File: src/rtl/snake_game_sequencer.sv
// Game-level sequencer for the snake datapath: key arbitration, movement tick,
// head stepping with wall collision, and the IDLE/RUN/PAUSE/OVER game FSM.
module snake_game_sequencer #(
  parameter int TICK_DIV = 5000000,
  parameter int STEP     = 10,
  parameter int X_MAX    = 630,
  parameter int Y_MAX    = 470,
  parameter int X_START  = 320,
  parameter int Y_START  = 240
) (
  input  logic       clk,
  input  logic       rst,
  input  logic       strobe,
  input  logic [7:0] scancode,
  input  logic       pause_sw,
  output logic [9:0] head_x,
  output logic [9:0] head_y,
  output logic       move_pulse,
  output logic       blackout,
  output logic [1:0] state,
  output logic [7:0] move_count
);

  typedef enum logic [1:0] {IDLE = 2'b00, RUN = 2'b01, PAUSE = 2'b10, OVER = 2'b11} state_t;
  typedef enum logic [1:0] {UP = 2'b00, DOWN = 2'b01, LEFT = 2'b10, RIGHT = 2'b11} dir_t;

  localparam int CW = $clog2(TICK_DIV);
  localparam logic [CW-1:0]      CNT_LAST = CW'(TICK_DIV - 1);
  localparam logic signed [11:0] STEP_S   = 12'(STEP);
  localparam logic signed [11:0] XMAX_S   = 12'(X_MAX);
  localparam logic signed [11:0] YMAX_S   = 12'(Y_MAX);

  state_t            st;
  dir_t              dir, pending, key_dir, commit_dir;
  logic [CW-1:0]     cnt;
  logic              key_vld, key_space, accept_dir, tick, collide;
  logic signed [11:0] nx, ny;

  assign state = st;

  always_comb begin
    key_vld   = 1'b0;
    key_dir   = RIGHT;
    key_space = 1'b0;
    if (strobe) begin
      case (scancode)
        8'h1D:   begin key_vld = 1'b1; key_dir = UP;    end
        8'h1B:   begin key_vld = 1'b1; key_dir = DOWN;  end
        8'h1C:   begin key_vld = 1'b1; key_dir = LEFT;  end
        8'h23:   begin key_vld = 1'b1; key_dir = RIGHT; end
        8'h29:   key_space = 1'b1;
        default: ;
      endcase
    end
    tick = (st == RUN) && !pause_sw && (cnt == CNT_LAST);
    // Reversal is judged against the direction in force after this edge, so a
    // key arriving on a tick cannot queue a 180-degree turn for the next tick.
    commit_dir = tick ? pending : dir;
    accept_dir = key_vld && (key_dir != dir_t'(commit_dir ^ 2'b01));

    nx = $signed({2'b00, head_x});
    ny = $signed({2'b00, head_y});
    case (pending)
      UP:    ny = ny - STEP_S;
      DOWN:  ny = ny + STEP_S;
      LEFT:  nx = nx - STEP_S;
      RIGHT: nx = nx + STEP_S;
      default: ;
    endcase
    collide = nx[11] || ny[11] || (nx > XMAX_S) || (ny > YMAX_S);
  end

  always_ff @(posedge clk) begin
    if (rst) begin
      st         <= IDLE;
      head_x     <= 10'(X_START);
      head_y     <= 10'(Y_START);
      dir        <= RIGHT;
      pending    <= RIGHT;
      cnt        <= '0;
      move_pulse <= 1'b0;
      blackout   <= 1'b0;
      move_count <= '0;
    end else begin
      move_pulse <= 1'b0;
      unique case (st)
        IDLE: begin
          cnt <= '0;
          if (accept_dir) pending <= key_dir;
          if (key_space) st <= RUN;
        end
        RUN: begin
          if (accept_dir) pending <= key_dir;
          if (pause_sw) begin
            st <= PAUSE;
          end else if (tick) begin
            cnt <= '0;
            dir <= pending;
            if (collide) begin
              st       <= OVER;
              blackout <= 1'b1;
            end else begin
              head_x     <= nx[9:0];
              head_y     <= ny[9:0];
              move_pulse <= 1'b1;
              if (move_count != 8'hFF) move_count <= move_count + 8'd1;
            end
          end else begin
            cnt <= cnt + CW'(1);
          end
        end
        PAUSE: begin
          if (!pause_sw) st <= RUN;
        end
        OVER: begin
          blackout <= 1'b1;
          if (key_space) begin
            st         <= IDLE;
            head_x     <= 10'(X_START);
            head_y     <= 10'(Y_START);
            dir        <= RIGHT;
            pending    <= RIGHT;
            cnt        <= '0;
            blackout   <= 1'b0;
            move_count <= '0;
          end
        end
      endcase
    end
  end

endmodule

File: config.mk
export PLATFORM = sky130hd
export DESIGN_NAME = snake_game_sequencer
export DESIGN_NICKNAME = d
export VERILOG_FILES = /design/src/rtl/snake_game_sequencer.sv
export SDC_FILE = /design/constraint.sdc
export NUM_CORES = 1
export LEC_CHECK = 0
export CORE_MARGIN = 5
export CORE_UTILIZATION = 55
export CTS_CLUSTER_SIZE = 24
export DETAILED_ROUTE_END_ITERATION = 8
export PLACE_DENSITY = 0.8
export SYNTH_ARGS = -nofsm -noshare
export SYNTH_HDL_FRONTEND = slang
export SYNTH_SLANG_ARGS = --single-unit
File: constraint.sdc
create_clock -name clk -period 9.3 [get_ports clk]
set_input_delay 2.79 -clock clk [delete_from_list [all_inputs] [get_ports clk]]
set_output_delay 2.79 -clock clk [all_outputs]
set_load 0.005 [all_outputs]
# Word-level counts from Yosys, hierarchy flattened
# Cells that the tools add are included.
# W data, S select, Z words.
dict set report word_totals {
  input_bits 12
  ff_bits 59
  rom_bits 0
  mem_bits_rw 0
  wordCells 114
  latchBits 0
  output_inout_bits 32
  memories 0
}
dict set report op_classes {
  n_shift 0
  n_mux 47
  n_reduce_logical 22
  order_cmp 2
  eq_ne 25
  bitwise 3
  mul 0
  add_sub_neg 6
  n_div 0
}
# cell n
set ops {}
lappend ops {{$mux W10} 8}
lappend ops {{$mux W23} 3}
lappend ops {{$pmux W23 S3} 1}
lappend ops {{$pmux W12 S2} 2}
lappend ops {{$mux W8} 5}
lappend ops {{$pmux W10 S2} 2}
lappend ops {{$eq A8 B5 Y1 const B} 3}
lappend ops {{$add A23 B1 Y23 const B} 1}
lappend ops {{$eq A23 B23 Y1 const B} 1}
lappend ops {{$add A10 B4 Y11 const B} 2}
lappend ops {{$mux W2} 11}
lappend ops {{$sub A10 B4 Y11 const B} 2}
lappend ops {{$eq A8 B6 Y1 const B} 2}
lappend ops {{$pmux W8 S2} 1}
lappend ops {{$ne A2 B2 Y1 const B} 7}
lappend ops {{$gt A12 B10 Y1 const B} 1}
lappend ops {{$gt A12 B11 Y1 const B} 1}
lappend ops {{$reduce_and A5 Y1} 2}
lappend ops {{$mux W1} 9}
lappend ops {{$reduce_and A3 Y1} 3}
lappend ops {{$add A8 B1 Y8 const B} 1}
lappend ops {{$eq A2 B2 Y1 const B} 4}
lappend ops {{$ne A8 B8 Y1 const B} 1}
lappend ops {{$pmux W2 S2} 2}
lappend ops {{other kinds (18)} 30}

# Depth between registers and ports, before layout
dict set report depth {
  word_depth 9
  depth_mapped 12
  ltp_nobuf 10
}

# Worst setup path before layout
# No wires, ideal clock.
dict set report synth_timing {
  path_type {input-to-reg}
  startpoint {in scancode[4]}
  endpoint {reg cnt[14]}
  setup_slack_ns 4.180
  arrival_ns 5.050
  path_buffers 3
  stages 10
  required_ns 9.230
  setup_time_ns 0.070
  cell_sequence {or4b_4 -> nor3_2 -> and3_1 -> buf_6 -> nor2b_2 -> buf_6 -> or3_1 -> buf_2 -> or4b_1 -> a21oi_1}
}
dict set report synth_between {
  elab_chain_cells 5
}
# item line_no
set synth_lines {}
lappend synth_lines {{start, declared} 14} ;# input logic [7:0] scancode,
lappend synth_lines {{$eq A8 B6 Y1} 46} ;# case (scancode)
lappend synth_lines {{$mux W1} 46}
lappend synth_lines {{$mux W1} 45} ;# if (strobe) begin
lappend synth_lines {{$ne A2 B2 Y1 (no source line)} n/a}
lappend synth_lines {{$reduce_and A3 Y1 (no source line)} n/a}
lappend synth_lines {{end signal, assigned} 109} ;# cnt <= cnt + CW'(1);
lappend synth_lines {{end, declared} 35} ;# logic [CW-1:0] cnt;
# Every way passes these cells.
# A chain may end at the register's enable or synchronous reset.

# Worst setup path after layout
dict set report layout_timing {
  startpoint {in pause_sw}
  endpoint {reg head_y[1]}
}
dict set report layout_between {
  elab_chain_cells 5
  word_cells_on_any_way 6
  cone_classes {eq/ne (2); reduce/logical (4)}
}
# item line_no
set layout_lines {}
lappend layout_lines {{start, declared} 15} ;# input logic pause_sw,
lappend layout_lines {{$logic_not A1 Y1} n/a}
lappend layout_lines {{$logic_and A1 B1 Y1 (2 in a row)} 55} ;# tick = (st == RUN) && !pause_sw && (cnt == CNT_LAST);
lappend layout_lines {{$ne A2 B2 Y1 (no source line)} n/a}
lappend layout_lines {{$reduce_and A5 Y1 (no source line) *} n/a}
lappend layout_lines {{end signal, assigned} 77} ;# head_y <= 10'(Y_START);
lappend layout_lines {{end signal, assigned} 104} ;# head_y <= ny[9:0];
lappend layout_lines {{end signal, assigned} 120} ;# head_y <= 10'(Y_START);
lappend layout_lines {{end, declared} 17} ;# output logic [9:0] head_y,
# Every way passes the cells marked *; elsewhere a longest branch is shown, timed or not.

==> results.md <==
- Startpoint types: input pin
- Setup TNS: 0 ns
- H-Tree Depth: 3
- PortBufs: 41
- Synth Area in Compound Gates: 0.175
- Post-CTS Setup Bufs: 0
- HP Start: blackout$_SDFFE_PP0P_
- Utilization after layout: 0.647
- Number of synthesized flops with an enable pin: 0
- Worst slew pin tran: 1.16 ns
- Final hold violation count: 0
- Clock Tree Root: clkbuf_8
- Via count: 3283
- Synth warnings: 0
- Highest Clock Rate: 171 MHz
- Async SR Flop Fraction: 0
- Area contributors post-synth: dfxtp_1, nor2_1, xnor2_1
- CP Cell Sequence: clkdlybuf4s50_1 -> or2_2 -> nor4_4 -> nand4_1 -> or4_1 -> o21ai_0
- Synth Area in XOR/XNOR: 0.0810
- Cts repair resizes: 0
- Setup slack, reg-to-reg: 5.35 ns
- Synth cell types: 63
- Static Leak: 0.00145 uW
- Grt ovf: 0
- Clock Skew: 0.00727 ns
- DP Cell Count: 529
- Most used DFF post-synth: dfxtp_1
- Final Hold Slack: 0.485 ns
- Hold/Removal Path Class: flop to flop
- Max cap viols: 0
- Crit-path max cell delay: 1.02 ns
- Count leader, synth: dfxtp_1
- IO Pins: 44
- Routability cong.: 0.887
- R2R Path End: head_y[1]$_SDFFE_PP0P_
- Slew HR: 0.226
- Largest family of logic cells by synthesized area: simple AND/OR/NAND/NOR gates
- Pwr Density: 115 nW/um2
- CP Max Fanout: 30
- Die H: 89.3 um
- Final ANT Viol Nets: 0
- P&R area growth vs syn: 16.7%
- Synth area leader: dfxtp_1
- GRT Total Usage: 0.228
- Die Area: 7980 um2
- Clk Latency, worst-skew pair: 0.33 ns
- Number of global-route vias before repair: 3070
- Initial antenna violation count: 0
- Vias per cell: 6.02
- Setup Crit Path Kind: input pin to flop
- Slowest cell on the critical path: nand4_1
- First-pass GRT wire length: 14.4 mm
- WHS Path Cells: 2
- Final Setup Violations: 0
- Max rail drop VDD: 126 uV
- Post-synthesis mux area share: 0.0231
- Initial core utilization: 0.555
- DR WL/cell: 15.5 um
- Max-slew violations: 0
- Drt first-iter violations: 219
- Die W: 89.3 um
- Post-synth top area share: 0.330
- Sequential area share after synthesis: 0.330
- #FFs+latches synth: 57
- Post-Route WL: 8.45 mm
- Synth Area per Inst: 8.01 um2
- Hold-fix buffers, CTS: 0
- Number of CTS-inserted buffers: 9
- CTS max path bufs: 2
- Reg2reg start: pending[0]$_SDFFE_PP1P_
- Largest net degree at the start of global routing: 33
- Pre-antenna DRT Iters: 4
- DRC errors left: 0
- Worst r2r path cells: 8
- Pre-CTS WS: 3.19 ns
- Ant diodes: 0
- Post-DP HPWL: 6.07 mm
- Clock slew at reported path FFs: 0.06 ns
- Clock sinks: 57
- Net count, final: 481
- Commonest cells in the netlist: dfxtp_1, nor2_1, nand2_1, nand3_1
- Post-synthesis cell area: 3460 um2
- RSZ-0062 raised after global routing: false
- Simple-Gate Fraction of Synth Area: 0.319
- Non-Filler Instances: 545
- Synth Instances: 432
- WHS Endpoint: blackout$_SDFFE_PP0P_
- Rows: 29
- Synth Area in Adders: 0.0217
- Status: completed
- Layout cells sized above 1: 0.0748
- Core area: 6240 um2
- Crit path DAT: 6.11 ns
- Worst EP required: 9.56 ns
- CTS tree: yes
- Final setup margin: 3.45 ns
- Tcrit/Tclk final: 0.630
- Crit. End Element: flop
- Tmin final: 5.85 ns
-- cell families (layout without fill, tap and decap cells) --
kind of cell    after synthesis  after routing
other cells                   1              2
simple gates                201            201
fa+ha+maj                     6              6
compound gates               89             89
buf+inv                      38             73
xor+xnor                     32             32
flops                        57             57
mux                           8              8
-- area by class of cell --
cell class	count	area [um2]
clock buffer	13	159
clock inverter	3	15.0
fill	545	2200
inverter	15	56.3
multi-input combinational	338	2150
sequential	57	1140
tap	77	96.3
timing repair buffer	42	418
-- routing by layer --
metal,track usage,up-vias,share of wire
li1,-,1632,-
met1,0.286,1566,0.44
met2,0.384,79,0.51
met3,0.0535,6,0.046
met4,0.0785,0,0.0085
met5,0,-,0
-- through the flow --
step / instance area (um2) / power [uW]
2_1_floorplan: 3460 / 257
3_3_place_gp: 3860 / 264
3_5_place_dp: 3860 / 264
4_1_cts: 4040 / 468
5_1_grt: 4040 / 482
6_report: 4040 / 464
-- layout by cell type, fill, tap and decap left out, drive strengths merged, types with 2 or more instances in the layout --
master and instances:
and3b 4, or4b 2, nor4b 2, clkdlybuf4s50 41
a21oi 20, a22oi 7, o31ai 3, xnor2 20
nand4 12, or3 10, a21o 2, or4 5
nand3 21, and3 11, mux2i 8, clkbuf 13
a22o 5, o2111ai 3, o21ai 13, nand3b 4
xor2 12, nand2b 7, a31oi 5, o22ai 5
nand4b 2, nor3 16, nor2b 4, or2 13
nand2 23, nor2 51, clkinv 3, inv 15
conb 2, a211oi 3, o21bai 7, ha 6
o211ai 5, nor4 11, dfxtp 57
-- registers in the layout, summed over array words and instances (netlist names) --
| name | count |
|---|---|
| pending | 2 |
| dir | 2 |
| cnt | 23 |
| head_x | 9 |
| state | 2 |
| head_y | 9 |
| move_pulse | 1 |
| blackout | 1 |
| move_count | 8 |
-- worst max-delay path: cells and delay by family --
kind	cells	cell delay (ns)
buf+inv	1	0.51
compound gates	1	0.09
simple gates	4	2.71
-- report_power, final --
group          switching, uW  leakage (uW)  internal (uW)
Sequential            0.0680      0.000459            244
Combinational           7.65      0.000894           6.89
Clock                   94.8     0.0000932            110
-- worst max-delay path by stage --
stage                start                          to  slack [ns]
3_3_place_gp      pause_sw      head_y[1]$_SDFFE_PP0P_        3.32
3_5_place_dp      pause_sw      head_y[1]$_SDFFE_PP0P_        3.19
4_1_cts           pause_sw      head_y[1]$_SDFFE_PP0P_        3.52
2_1_floorplan  scancode[4]        cnt[14]$_SDFFE_PP0P_        4.18
6_report          pause_sw      head_y[1]$_SDFFE_PP0P_        3.45
5_1_grt           pause_sw  move_count[6]$_SDFFE_PP0P_        3.24
Power figures use the tool's default switching activity.
